**config.mk**
```make
export PLATFORM = sky130hd
export DESIGN_NAME = button_debounce
export DESIGN_NICKNAME = d
export VERILOG_FILES = /design/src/rtl/button_debounce.sv
export SDC_FILE = /design/constraint.sdc
export NUM_CORES = 1
export LEC_CHECK = 0
export ABC_AREA = 1
export CAP_MARGIN = 20
export CORE_ASPECT_RATIO = 1.1
export CORE_MARGIN = 4
export CORE_UTILIZATION = 62
export CTS_BUF_LIST = sky130_fd_sc_hd__clkbuf_8
export CTS_CLUSTER_SIZE = 16
export DETAILED_ROUTE_END_ITERATION = 8
export GPL_ROUTABILITY_DRIVEN = 0
export PLACE_DENSITY_LB_ADDON = 0.08
export SETUP_SLACK_MARGIN = 0.05
export SYNTH_ARGS = -nofsm -noshare
export SYNTH_HDL_FRONTEND = slang
export SYNTH_SLANG_ARGS = --single-unit
export TNS_END_PERCENT = 50
```
**constraint.sdc**
```tcl
create_clock -name CLK -period 2.65 [get_ports CLK]
set_input_delay 0.265 -clock CLK [delete_from_list [all_inputs] [get_ports CLK]]
set_output_delay 0.265 -clock CLK [all_outputs]
set_load 0.005 [all_outputs]
```
**src/rtl/button_debounce.sv**
```systemverilog
// Four-button debouncer: 2-flop synchronisers, per-button stability counters,
// debounced levels, one-cycle press/release pulses and a running press total.
module button_debounce #(
  parameter int DEBOUNCE_CYCLES = 120000,
  parameter int CNT_W           = 17
) (
  input  logic       CLK,
  input  logic       RST_N,
  input  logic       BTN_N,
  input  logic       BTN1,
  input  logic       BTN2,
  input  logic       BTN3,
  output logic [3:0] BTN_STATE,
  output logic [3:0] PRESS,
  output logic [3:0] RELEASE,
  output logic [7:0] PRESS_COUNT
);

  localparam logic [CNT_W-1:0] LP_CNT_LAST = CNT_W'(DEBOUNCE_CYCLES - 1);

  function automatic logic [7:0] popcount4(input logic [3:0] v);
    logic [7:0] sum;
    sum = 8'd0;
    for (int k = 0; k < 4; k++) begin
      sum = sum + {7'd0, v[k]};
    end
    return sum;
  endfunction

  logic [3:0]       w_btn_raw;
  logic [3:0]       r_sync1;
  logic [3:0]       r_sync2;
  logic [CNT_W-1:0] r_cnt [4];
  logic [CNT_W-1:0] w_cnt_nxt [4];
  logic [3:0]       w_mismatch;
  logic [3:0]       w_expire;
  logic [3:0]       r_state;
  logic [3:0]       r_press;
  logic [3:0]       r_release;
  logic [7:0]       r_press_count;

  // Internal polarity: 1 means pressed for every button.
  assign w_btn_raw = {BTN3, BTN2, BTN1, ~BTN_N};

  always_ff @(posedge CLK or negedge RST_N) begin
    if (!RST_N) begin
      r_sync1 <= 4'b0000;
      r_sync2 <= 4'b0000;
    end else begin
      r_sync1 <= w_btn_raw;
      r_sync2 <= r_sync1;
    end
  end

  // A counter runs only while the synchronised level disagrees with the
  // accepted level; reaching the last count accepts the change and restarts.
  always_comb begin
    w_mismatch = r_sync2 ^ r_state;
    w_expire   = 4'b0000;
    for (int i = 0; i < 4; i++) begin
      w_cnt_nxt[i] = '0;
      if (!w_mismatch[i]) begin
        w_cnt_nxt[i] = '0;
      end else if (r_cnt[i] == LP_CNT_LAST) begin
        w_expire[i]  = 1'b1;
        w_cnt_nxt[i] = '0;
      end else begin
        w_cnt_nxt[i] = r_cnt[i] + {{(CNT_W-1){1'b0}}, 1'b1};
      end
    end
  end

  always_ff @(posedge CLK or negedge RST_N) begin
    if (!RST_N) begin
      for (int i = 0; i < 4; i++) begin
        r_cnt[i] <= '0;
      end
      r_state   <= 4'b0000;
      r_press   <= 4'b0000;
      r_release <= 4'b0000;
    end else begin
      for (int i = 0; i < 4; i++) begin
        r_cnt[i] <= w_cnt_nxt[i];
      end
      r_state   <= r_state ^ w_expire;
      r_press   <= w_expire & ~r_state;
      r_release <= w_expire & r_state;
    end
  end

  // The total trails the pulses by one cycle and wraps modulo 256.
  always_ff @(posedge CLK or negedge RST_N) begin
    if (!RST_N) begin
      r_press_count <= 8'd0;
    end else begin
      r_press_count <= r_press_count + popcount4(r_press);
    end
  end

  assign BTN_STATE   = r_state;
  assign PRESS       = r_press;
  assign RELEASE     = r_release;
  assign PRESS_COUNT = r_press_count;

endmodule

```
==> impl_metrics.env, run 1 <==
export IMPL_outcome="complete, no violations"
export IMPL_fin_crit_sh_pct=76.83
export IMPL_drtAntennaViolNets=0
export IMPL_antenna_found_initial=0
export IMPL_syn_inst=612
export IMPL_drt_pass1_iterations=4
export IMPL_nets=662
export IMPL_drv_slew=0
export IMPL_critPathRequiredTime_ps=2900
export IMPL_wl_per_cell_um=12.56
export IMPL_initial_utilization_pct=64.61
export IMPL_post_cts_setup_buffers=0
export IMPL_ys_types=24
export IMPL_die_h_um=101.3
export IMPL_diodes=0
export IMPL_io_buffer_count=25
export IMPL_synth_seq_cells=96
export IMPL_multiInputGateArea_um2=2198
export IMPL_rsz0062_at_grt="false"
export IMPL_yosysSeqAreaShare_pct=48.94
export IMPL_stdcell_area_um2=5480
export IMPL_layout_min_cycle_time_ps=2036
export IMPL_grt_pass1_wl_mm=16.76
export IMPL_post_dp_cell_area_um2=5265
export IMPL_cts_htree_levels=3
export IMPL_row_count=33
export IMPL_netlist_area_um2=4908
export IMPL_cts_sinks=96
export IMPL_cap_viol_max_count=0
export IMPL_die_x_um=92.84
export IMPL_critical_path_class="reg2reg"
export IMPL_synth_fp_nets=626
export IMPL_hpwl_mm=6.914
export IMPL_num_io_pins=26
export IMPL_grt_start_max_net_pins=51
export IMPL_clockBufferDepth=2
export IMPL_wl_mm=9.520
export IMPL_relSlewSlack_pct=57.14
export IMPL_path_max_fanout=3
export IMPL_finalSetupViolations=0
export IMPL_crit_path_end_kind="flip-flop"
export IMPL_areaGrowthSynthToFinish_pct=11.65
export IMPL_hold_ws_ps=333.4
export IMPL_final_seq_area_um2=2402
export IMPL_grtUsageTotal_pct=22.19
export IMPL_hold_viol=0
export IMPL_cts_tree="yes"
export IMPL_layout_drive_gt1_share_pct=7.044
export IMPL_power_density_nw_per_um2=470.2
export IMPL_worst_setup_path_start_kind="flip-flop"
export IMPL_fin_skew_ps=12.76
export IMPL_hold_path_class="in2reg"
export IMPL_numCtsBuffers=9
export IMPL_worst_ep_arrival_time_ps=2280
export IMPL_grt_ovfl_total=0
export IMPL_drc_errors=0
export IMPL_cts_root_buf="clkbuf_8"
export IMPL_fillCellCount=623
export IMPL_postSynthAreaPerCell_um2=8.020
export IMPL_drt_iter0_drc=204
export IMPL_fp_coreArea_um2=7597
export IMPL_vias=3826
export IMPL_yosys_warnings=0
export IMPL_clkTransAtPathRegs_ps=100
export IMPL_worstMarginPinSlew_ps=642.9
export IMPL_fin_ws_ps=613.9
export IMPL_power_mw=2.577
export IMPL_preCtsSetupSlack_ps=611.3
export IMPL_insertion_delay_ps=360
export IMPL_max_vdd_ir_drop_mv=0.2774
export IMPL_fin_setup_tns_ps=0
export IMPL_via_per_inst=5.047
export IMPL_fmax_mhz=491.1
export IMPL_die_area_um2=9406
export IMPL_power_leakage_nw=2.344
export IMPL_first_global_vias=3803
==> cell type report <==
| type | count | share of cell area (%) |
|---|---|---|
| Sequential cell | 96 | 43.84 |
| Clock buffer | 9 | 2.260 |
| Clock inverter | 7 | 1.484 |
| Multi-Input combinational cell | 442 | 40.11 |
| Inverter | 70 | 4.795 |
| Timing Repair Buffer | 29 | 5.114 |
| Tap cell | 105 | 2.397 |
==> final timing paths <==
check,from,endpoint,slack (ps),depth (start not counted)
min in group asynchronous,RST_N,r_cnt[24],460,2
max in group asynchronous,RST_N,r_cnt[56],1440,3
max,PRESS[0],PRESS_COUNT[6],610,7
max reg2reg,PRESS[0],PRESS_COUNT[6],610,7
min reg2reg,r_sync1[0],r_sync2[0],360,0
min,BTN1,r_sync1[1],330,1
==> placed cells by master (no fill, tap or decap) <==
cell,n
a21oi_1,5
and2_1,2
buf_4,4
bufinv_16,1
clkbuf_8,9
clkdlybuf4s50_1,24
clkinv_4,2
clkinvlp_4,3
dfrtp_1,96
dlygate4sd3_1,1
fa_1,3
ha_1,5
inv_1,70
inv_8,1
nand2_1,160
nand2_2,6
nand3_1,22
nand3_2,5
nand3_4,1
nand4_1,17
nand4_4,2
nor2_1,141
nor2_2,7
nor2_4,5
nor3_1,9
nor3b_1,4
o21ai_0,7
o21ai_1,4
o21bai_1,8
xnor2_1,10
xor2_1,19
==> cell usage after synthesis <==
cell type | instances | area share (%)
xnor2_1 | 10 | 1.8
dfrtp_1 | 96 | 49
nand2_1 | 160 | 12
inv_1 | 70 | 5.4
buf_6 | 4 | 0.92
nor2_2 | 7 | 0.89
nand3_2 | 5 | 1.0
fa_1 | 3 | 1.2
nor2_1 | 141 | 11
and2_1 | 2 | 0.25
o21ai_0 | 7 | 0.71
o21bai_1 | 8 | 1.2
ha_1 | 5 | 1.3
nor3b_1 | 4 | 0.61
nand3_1 | 22 | 2.2
nor3_1 | 9 | 0.92
nand3_4 | 1 | 0.36
nor2_4 | 5 | 1.1
xor2_1 | 19 | 3.4
nand2_2 | 6 | 0.76
nand4_1 | 17 | 2.2
a21oi_1 | 5 | 0.51
o21ai_1 | 4 | 0.41
nand4_4 | 2 | 0.87
==> critical path: stages (launching register included) <==
cell     delay (ps)
dfrtp_1         420
fa_1            540
inv_1            50
fa_1            340
inv_1            90
fa_1            240
nand3_1         110
xnor2_1         140
==> layer usage <==
| layer | part of all wire [%] | vias up | wire, um | track usage [%] |
|---|---|---|---|---|
| met5 | 0 | - | 0 | 0 |
| met1 | 46 | 1812 | 4423 | 28.85 |
| met2 | 49 | 41 | 4691 | 38.12 |
| met3 | 3.0 | 11 | 282 | 3.566 |
| li1 | - | 1962 | - | - |
| met4 | 1.3 | 0 | 123 | 7.554 |
==> state kept, by name (all words and copies together) (netlist names), named ones only <==
register	cells
r_sync2	4
PRESS_COUNT	8
RELEASE	4
r_cnt	68
r_sync1	4
PRESS	4
==> logic make-up (layout without fill, tap and decap cells) <==
| group | after synthesis | count (layout) | share of synthesized area, % |
|---|---|---|---|
| xor gates and xnor gates | 29 | 29 | 5.175 |
| adders and majority gates | 8 | 8 | 2.498 |
| AOI/OAI and AO/OA | 24 | 24 | 2.855 |
| buffers and inverters | 74 | 115 | 6.271 |
| and+or+nand+nor | 381 | 381 | 34.26 |
| DFF | 96 | 96 | 48.94 |
==> timing repair <==
action	in CTS	in global routing
resized for setup	0	0
hold endpoints to repair	47	0
hold buffers	1	0
==> report_power, final <==
group | switching (mW) | leakage [nW] | internal, mW | total, mW
combinational | 0.0662 | 0.937 | 0.0265 | 0.0927
sequential | 0.0191 | 1.31 | 1.48 | 1.50
clock | 0.535 | 0.0936 | 0.446 | 0.981
total | 0.620 | 2.34 | 1.96 | 2.58
==> metrics by stage <==
stage | utilization, % | instances
6_report | 72.13 | 758
5_1_grt | 72.13 | 758
4_1_cts | 72.13 | 758
3_5_place_dp | 69.30 | 741
3_3_place_gp | 69.30 | 741
2_1_floorplan | - | 612
Note: power is estimated with default switching activity, not from simulation.
==> run 2: changes to the inputs <==
clock period = 2.1 ns   (was 2.65 ns; I/O delays follow)
==> run 2 against run 1 <==
Clock power is 27% higher. Routed wire length is 1.3% higher. Register-to-register slack worse by 540 ps. Maximum frequency is 0.29% higher. Count of clock-buffer cells in the layout is 1 higher. Core utilization is 0.79 points higher. Via count is 0.94% higher.
==> impl_metrics.env, run 2 (synthesis results as in run 1) <==
export IMPL_fin_setup_tns_ps=0
export IMPL_drc_errors=0
export IMPL_layout_min_cycle_time_ps=2030
export IMPL_row_count=33
export IMPL_die_x_um=92.84
export IMPL_outcome="complete, no violations"
export IMPL_drt_pass1_iterations=5
export IMPL_critical_path_class="reg2reg"
export IMPL_io_buffer_count=25
export IMPL_fin_ws_ps=69.83
export IMPL_preCtsSetupSlack_ps=32.23
export IMPL_diodes=0
export IMPL_power_density_nw_per_um2=590.8
export IMPL_multiInputGateArea_um2=2221
export IMPL_p_seq_share_pct=57.9
export IMPL_finalSetupViolations=0
export IMPL_clockBufferDepth=2
export IMPL_holdPathStages=1
export IMPL_first_global_vias=3782
export IMPL_power_frac_comb_pct=3.7
export IMPL_layout_drive_gt1_share_pct=8.663
export IMPL_intPower_mw=2.498
export IMPL_cap_viol_max_count=0
export IMPL_nets=667
export IMPL_insertion_delay_ps=370
export IMPL_hold_path_class="in2reg"
export IMPL_hold_end="r_sync1[1]"
export IMPL_vias=3862
export IMPL_r2r_setup_slack_ps=70
export IMPL_via_per_inst=5.062
export IMPL_final_seq_area_um2=2402
export IMPL_hpwl_mm=6.778
export IMPL_max_vdd_ir_drop_mv=0.3729
export IMPL_grt_ovfl_total=0
export IMPL_sw_frac_of_total_pct=23.67
export IMPL_drt_iter0_drc=192
export IMPL_die_h_um=101.3
export IMPL_die_area_um2=9406
export IMPL_wl_mm=9.643
export IMPL_areaGrowthSynthToFinish_pct=12.87
export IMPL_r2r_start="PRESS[3]"
export IMPL_antenna_found_initial=0
export IMPL_worst_ep_arrival_time_ps=2280
export IMPL_power_leakage_nw=2.378
export IMPL_numCtsBuffers=9
export IMPL_worstHoldStart="BTN1"
export IMPL_power_mw=3.273
export IMPL_num_io_pins=26
export IMPL_cts_root_buf="clkbuf_8"
export IMPL_cts_tree="yes"
export IMPL_pwr_share_clk_pct=38.3
export IMPL_path_max_fanout=3
export IMPL_initial_utilization_pct=64.61
export IMPL_fp_coreArea_um2=7597
export IMPL_final_cell_mix="nand2_1, nor2_1, dfrtp_1, inv_1, clkdlybuf4s50_1"
export IMPL_fillCellCount=623
export IMPL_critPathRequiredTime_ps=2350
export IMPL_final_common_cell="nand2_1"
export IMPL_fin_crit_sh_pct=96.67
export IMPL_utilization_pct=72.92
export IMPL_rsz0062_at_grt="true"
export IMPL_relSlewSlack_pct=61.16
export IMPL_cts_htree_levels=3
export IMPL_drtAntennaViolNets=0
export IMPL_grt_pass1_wl_mm=16.91
export IMPL_cp_slowest_cell="fa_1"
export IMPL_worst_setup_path_start_kind="flip-flop"
export IMPL_grtUsageTotal_pct=22.53
export IMPL_crit_path_end_kind="flip-flop"
export IMPL_wl_per_cell_um=12.64
export IMPL_critPathMaxStageDelay_ps=540
export IMPL_worstPathCellList="fa_1 -> inv_1 -> fa_2 -> inv_2 -> fa_2 -> nand3_2 -> xnor2_2"
export IMPL_p_switching_mw=0.7747
export IMPL_clkTransAtPathRegs_ps=90
export IMPL_drv_slew=0
export IMPL_largest_register_ffs=68
export IMPL_fin_skew_ps=8.609
export IMPL_cp_startpoint="PRESS[3]"
export IMPL_regMostFlops="r_cnt"
export IMPL_cts_sinks=96
export IMPL_r2r_end="PRESS_COUNT[6]"
export IMPL_grt_start_max_net_pins=48
export IMPL_worstMarginPinSlew_ps=582.7
export IMPL_hold_viol=0
export IMPL_fmax_mhz=492.6
export IMPL_r2r_cells=7
export IMPL_cp_common_cell="fa_2"
==> run 2: cell types whose count changed in the layout (fill, tap and decap cells not counted), moves of 2 or more <==
cell     change
buf_4        +5
fa_1         -2
fa_2         +2
nand3_1      -2
nand3_2      +2
==> run 2: repair_timing <==
action	4_1_cts	5_1_grt
gates cloned	0	0
hold buffers	1	0
hold endpoints to repair	44	0
setup endpoints to repair	2	4
pin swaps	1	3
setup buffers	1	0
resized for setup	4	2
==> run 2: per-layer routing <==
layer  global-route usage (%)  up-vias  share of wire, %
met5                        0        -                 0
met4                    6.764        0               1.5
met3                    5.944       15               4.3
met2                    38.17       51                49
met1                    28.63     1823                45
li1                         -     1973                 -
==> run 2: layout make-up <==
cell class	count	area share (%)
well taps	105	2.371
multi-input cells	442	40.09
inverters	70	4.743
clock buffers	10	2.484
flip-flops and latches	96	43.36
repair buffers	34	5.736
clock inverters	6	1.220
==> run 2: per-stage QoR <==
step / cells / hold WS [ps] / instance area, um^2
after CTS: 763 / 264.0 / 5528
final: 763 / 275.1 / 5540
after detailed placement: 745 / 257.7 / 5295
after global routing: 763 / 261.0 / 5540
after floorplan: 612 / -85.59 / 4908
after global placement: 745 / 249.4 / 5295
==> run 2: worst max-delay path: cells and delay by family (launching register included) <==
family | cells | cell delay, ps
adders and majority gates | 3 | 1110
buffers and inverters | 2 | 120
DFF | 1 | 400
xor gates and xnor gates | 1 | 170
and+or+nand+nor | 1 | 120
==> run 2: power groups by stage <==
stage	Clock (mW)	Combinational, mW	Sequential, mW
after floorplan	0	0.0617	1.93
after global placement	0	0.120	1.93
after detailed placement	0	0.125	1.93
after CTS	1.29	0.127	1.90
after global routing	1.37	0.145	1.90
final	1.25	0.122	1.90
==> run 2: worst max-delay path by stage <==
stage | endpoint | slack [ps] | cells after the start
final | PRESS_COUNT[6] | 70 | 7
after global routing | PRESS_COUNT[6] | 10 | 7
after CTS | PRESS_COUNT[6] | 90 | 7
after detailed placement | PRESS_COUNT[4] | 30 | 7
after global placement | PRESS_COUNT[4] | 110 | 7
after floorplan | PRESS_COUNT[4] | 150 | 7
==> run 3: changes to the inputs <==
ABC_AREA = not set   (was 1)
CORE_UTILIZATION = 61   (was 62)
==> run 3 against run 2 <==
The flow now finishes with violations (setup timing). Core utilization up 0.79 points. Largest cell class unchanged. Global-route usage fell by 1.3 points. Count of clock-buffer cells in the layout down 1. Highest routed layer unchanged. Area after synthesis down 11%.
==> impl_metrics.env, run 3 <==
export IMPL_ys_top_cells_by_count="dfrtp_1, nor2_1, xnor2_1"
export IMPL_yosysSeqAreaShare_pct=54.69
export IMPL_largest_register_ffs=68
export IMPL_numCtsBuffers=9
export IMPL_areaGrowthSynthToFinish_pct=17.57
export IMPL_sw_frac_of_total_pct=23.92
export IMPL_drt_iter0_drc=141
export IMPL_diodes=0
export IMPL_synth_seq_cells=96
export IMPL_final_cells=558
export IMPL_yosysMostFrequentCell="dfrtp_1"
export IMPL_grtUsageTotal_pct=21.24
export IMPL_synth_edf_count=0
export IMPL_initial_utilization_pct=62.70
export IMPL_layout_min_cycle_time_ps=2313
export IMPL_synthFlopType="dfrtp_1"
export IMPL_fin_crit_sh_pct=110.1
export IMPL_netlist_area_um2=4393
export IMPL_hold_path_class="in2reg"
export IMPL_fin_ws_ps=-212.7
export IMPL_intPower_mw=2.355
export IMPL_synth_top_area_cell="dfrtp_1"
export IMPL_rsz0062_at_grt="true"
export IMPL_hpwl_mm=5.676
export IMPL_layout_drive_gt1_share_pct=13.95
export IMPL_vias=3088
export IMPL_power_density_nw_per_um2=599.3
export IMPL_power_leakage_nw=2.168
export IMPL_row_count=32
export IMPL_finalSetupViolations=21
export IMPL_synth_top_cells_by_area="dfrtp_1, xnor2_1, nor2_1"
export IMPL_crit_path_end_kind="flip-flop"
export IMPL_critPathRequiredTime_ps=2340
export IMPL_first_global_vias=3121
export IMPL_final_cell_mix="dfrtp_1, nor2_1, xnor2_1, nand4_1, xor2_1"
export IMPL_p_seq_share_pct=61.5
export IMPL_final_common_cell="dfrtp_1"
export IMPL_die_h_um=97.01
export IMPL_grt_ovfl_total=0
export IMPL_synth_fp_nets=424
export IMPL_clockBufferDepth=2
export IMPL_via_per_inst=5.534
export IMPL_wl_per_cell_um=14.65
export IMPL_insertion_delay_ps=360
export IMPL_wl_mm=8.175
export IMPL_num_io_pins=26
export IMPL_p_switching_mw=0.7403
export IMPL_postSynthAreaPerCell_um2=10.71
export IMPL_antenna_found_initial=0
export IMPL_power_mw=3.095
export IMPL_clkTransAtPathRegs_ps=90
export IMPL_synthArstFlopShare_pct=100.0
export IMPL_hold_viol=0
export IMPL_nets=482
export IMPL_synth_top_area_share_pct=54.69
export IMPL_outcome="finished with violations"
export IMPL_cts_sinks=96
export IMPL_failed_checks="setup timing"
export IMPL_cap_viol_max_count=0
export IMPL_critical_path_class="reg2reg"
export IMPL_relSlewSlack_pct=61.00
export IMPL_cts_tree="yes"
export IMPL_max_vdd_ir_drop_mv=0.4534
export IMPL_drc_errors=0
export IMPL_drv_slew=0
export IMPL_power_frac_comb_pct=4.0
export IMPL_grt_start_max_net_pins=65
export IMPL_fp_coreArea_um2=7007
export IMPL_worstMarginPinSlew_ps=579.7
export IMPL_die_area_um2=8625
export IMPL_io_buffer_count=25
export IMPL_syn_inst=410
export IMPL_yosys_warnings=0
export IMPL_worst_setup_path_start_kind="flip-flop"
export IMPL_pwr_share_clk_pct=34.5
export IMPL_ys_types=39
export IMPL_die_x_um=88.91
export IMPL_drtAntennaViolNets=0
export IMPL_path_max_fanout=3
export IMPL_regMostFlops="r_cnt"
export IMPL_fillCellCount=505
export IMPL_grt_pass1_wl_mm=14.49
export IMPL_cts_root_buf="clkbuf_8"
export IMPL_cts_htree_levels=3
export IMPL_drt_pass1_iterations=4
export IMPL_worst_ep_arrival_time_ps=2550
export IMPL_fmax_mhz=432.4
export IMPL_dp_cells=536
export IMPL_fin_skew_ps=13.66
## run 3: power by group through the flow
stage / clock (mW) / sequential (mW) / combinational, mW
after floorplan: 0 / 1.93 / 0.0526
after global placement: 0 / 1.94 / 0.120
after detailed placement: 0 / 1.94 / 0.122
after CTS: 1.10 / 1.90 / 0.129
after global routing: 1.17 / 1.91 / 0.145
final: 1.07 / 1.90 / 0.125
## run 3: worst paths after layout
| check | cells past startpoint | endpoint | from | slack, ps |
|---|---|---|---|---|
| max in group asynchronous | 3 | r_cnt[37] | RST_N | 1100 |
| max | 4 | flip-flop | r_cnt[60] | -210 |
| max reg2reg | 4 | flip-flop | r_cnt[60] | -210 |
| min | 1 | r_sync1[2] | BTN2 | 290 |
| min in group asynchronous | 2 | r_cnt[57] | RST_N | 330 |
| min reg2reg | 0 | r_sync2[0] | r_sync1[0] | 340 |
## run 3: metal layers
| layer | GRT usage, % | up-vias | part of all wire [%] |
|---|---|---|---|
| met4 | 8.256 | 0 | 1.7 |
| met2 | 33.03 | 36 | 49 |
| li1 | - | 1538 | - |
| met5 | 0 | - | 0 |
| met1 | 29.31 | 1502 | 46 |
| met3 | 4.003 | 12 | 3.1 |
## run 3: worst max-delay path, cell delays in order, from the launching register on
cell     delay, ps
dfrtp_1        380
or4b_1         520
or4_4          430
or4_4          560
mux2_4         320
## run 3: logic make-up after synthesis
| family | count (synthesis) | synth area share (%) |
|---|---|---|
| AO/OA/AOI/OAI | 14 | 2.535 |
| buffers and inverters | 22 | 1.908 |
| AND/OR/NAND/NOR | 200 | 23.81 |
| XOR/XNOR | 66 | 13.16 |
| adder cells (fa/ha/maj) | 8 | 2.791 |
| flip-flops | 96 | 54.69 |
| multiplexers | 4 | 1.111 |
## run 3: cell type report
type / count / area [um^2] / area share [%]
inverters: 16 / 60.06 / 1.163
clock inverters: 7 / 47.55 / 0.9205
clock buffers: 9 / 123.9 / 2.398
flip-flops and latches: 96 / 2402 / 46.51
multi-input cells: 292 / 1944 / 37.65
well taps: 85 / 106.4 / 2.059
repair buffers: 53 / 480.5 / 9.302
## run 3: timing repair
item,CTS,global route
gates cloned,1,0
endpoints found under the hold margin,32,0
setup endpoints to repair,23,26
pin swaps,5,4
hold buffers,1,0
setup buffers,4,0
gates resized for setup,13,1
## run 3: through the flow
stage | setup slack, ps | util (%) | hold WS, ps | instance area [um^2] | setup TNS [ps]
floorplan | -214.3 | - | -85.59 | 4395 | -436.4
global placement | -171.4 | 69.95 | 175.3 | 4901 | -335.4
detailed placement | -213.6 | 69.95 | 176.6 | 4901 | -601.4
CTS | -202.2 | 73.68 | 273.7 | 5162 | -3020
global route | -238.1 | 73.71 | 274.8 | 5165 | -4136
finish | -212.7 | 73.71 | 292.9 | 5165 | -2922
==> patch (settings of run 3) <==
The parameter `CNT_W` goes from 17 to 15.
--- a/src/rtl/button_debounce.sv
+++ b/src/rtl/button_debounce.sv
@@ -2,7 +2,7 @@
 // debounced levels, one-cycle press/release pulses and a running press total.
 module button_debounce #(
   parameter int DEBOUNCE_CYCLES = 120000,
-  parameter int CNT_W           = 17
+  parameter int CNT_W           = 15
 ) (
   input  logic       CLK,
   input  logic       RST_N,
Formal check against the unedited RTL: same outputs for any inputs over 10 cycles, from zero or initial values and one cycle with RST_N low; that may be too few to reach the edited logic, so the function may still have changed.
==> patch against run 3 <==
Via count shrank 13%. Cell count fell by 12%. Count of clock-buffer cells in the layout grew 2. Combinational power shrank 17%. Setup slack better by 310 ps. Sequential cell count shrank 8. Power shrank 3.4%. Area after synthesis fell by 9.7%. Clock power rose by 7%. Wire length fell by 16%. Design area is 11% lower. Critical path type unchanged. Largest cell class unchanged. Largest power group unchanged.
==> patch: results (changes against run 3) <==
Status - completed
DP Area - 0.00437 mm2 (-11%)
Setup Skew - 9.83 ps (-3.83 ps)
Total GRT Usage - 19.7% (-1.5 points)
Cell Pwr Density - 651 mW/mm2 (+8.7%)
Lkg Pwr - 1.92 nW (-12%)
Post-Layout Cell Count - 489 (-12%)
Mapped Area - 0.00397 mm2 (-9.7%)
Hold Path End - r_sync1[3]$_DFF_PN0_
Max-slew headroom - 72.7% (+12 points)
Syn Nets - 374 (-12%)
Sw frac - 21.1% (-2.8 points)
WP data arrival - 2210 ps (-340 ps)
Post-DP HPWL - 4730 um (-17%)
Nonclk buf count - 38 (-28%)
Hold Path Origin - BTN3
Largest register FFs - 60 (-12%)
Yosys cell types - 31 (-21%)
Syn_area_per_cell - 11.0 um2 (+2.8%)
Clock group - 1.14 mW (+7%)
Synth-to-Final Area Change - 15.8%
Multi-input comb cells - 256 (-12%)
Seq area share - 47.9% (+1.4 points)
Initial DRC count - 98 (-30%)
Sequential share of the synthesized area - 55.5% (+0.85 points)
Worst R2R Start - r_cnt[39]$_DFF_PN0_
Fillers - 436 (-14%)
Synth cell count leaders - 88 x dfrtp_1, 69 x nor2_1, 49 x xnor2_1
Nonclk inv count - 11 (-5)
Combinational Power Share - 3.5% (-0.5 points)
Crit Path Max Fanout - 14 (+11)
Combined area of the multi-input logic cells - 0.00169 mm2 (-13%)
## patch: changes by cell type after synthesis, moves of 3 or more
cell / run 3 / this run
xnor2_1: 40 / 49
nor3_1: 16 / 11
inv_1: 16 / 11
nand4_1: 28 / 18
clkbuf_1: 5 / 1
xor2_1: 26 / 12
or4bb_1: 0 / 4
a21oi_1: 4 / 1
or4b_1: 1 / 4
dfrtp_1: 96 / 88
## patch: per-layer routing
metal  wire, um  share of wire, %  track usage (%)
met1       3220                47             27.6
met2       3240                47             30.0
met3        272               4.0             4.72
met4        121               1.8             7.78
met5          0                 0                0
## patch: logic make-up (layout without fill, tap and decap cells)
logic type,count (synthesis),count (layout),synth area share [%]
xor gates and xnor gates,61,61,13.5
AOI/OAI and AO/OA,3,3,0.442
muxes,4,4,1.33
and+or+nand+nor,180,180,24.0
buffers and inverters,16,65,2.08
adders and majority gates,8,8,3.09
DFF,88,88,55.5
## patch: worst max-delay path: cells and delay by family, from the launching register on
family	cells	cell delay (ps)
AND/OR/NAND/NOR	4	1470
flip-flops	1	390
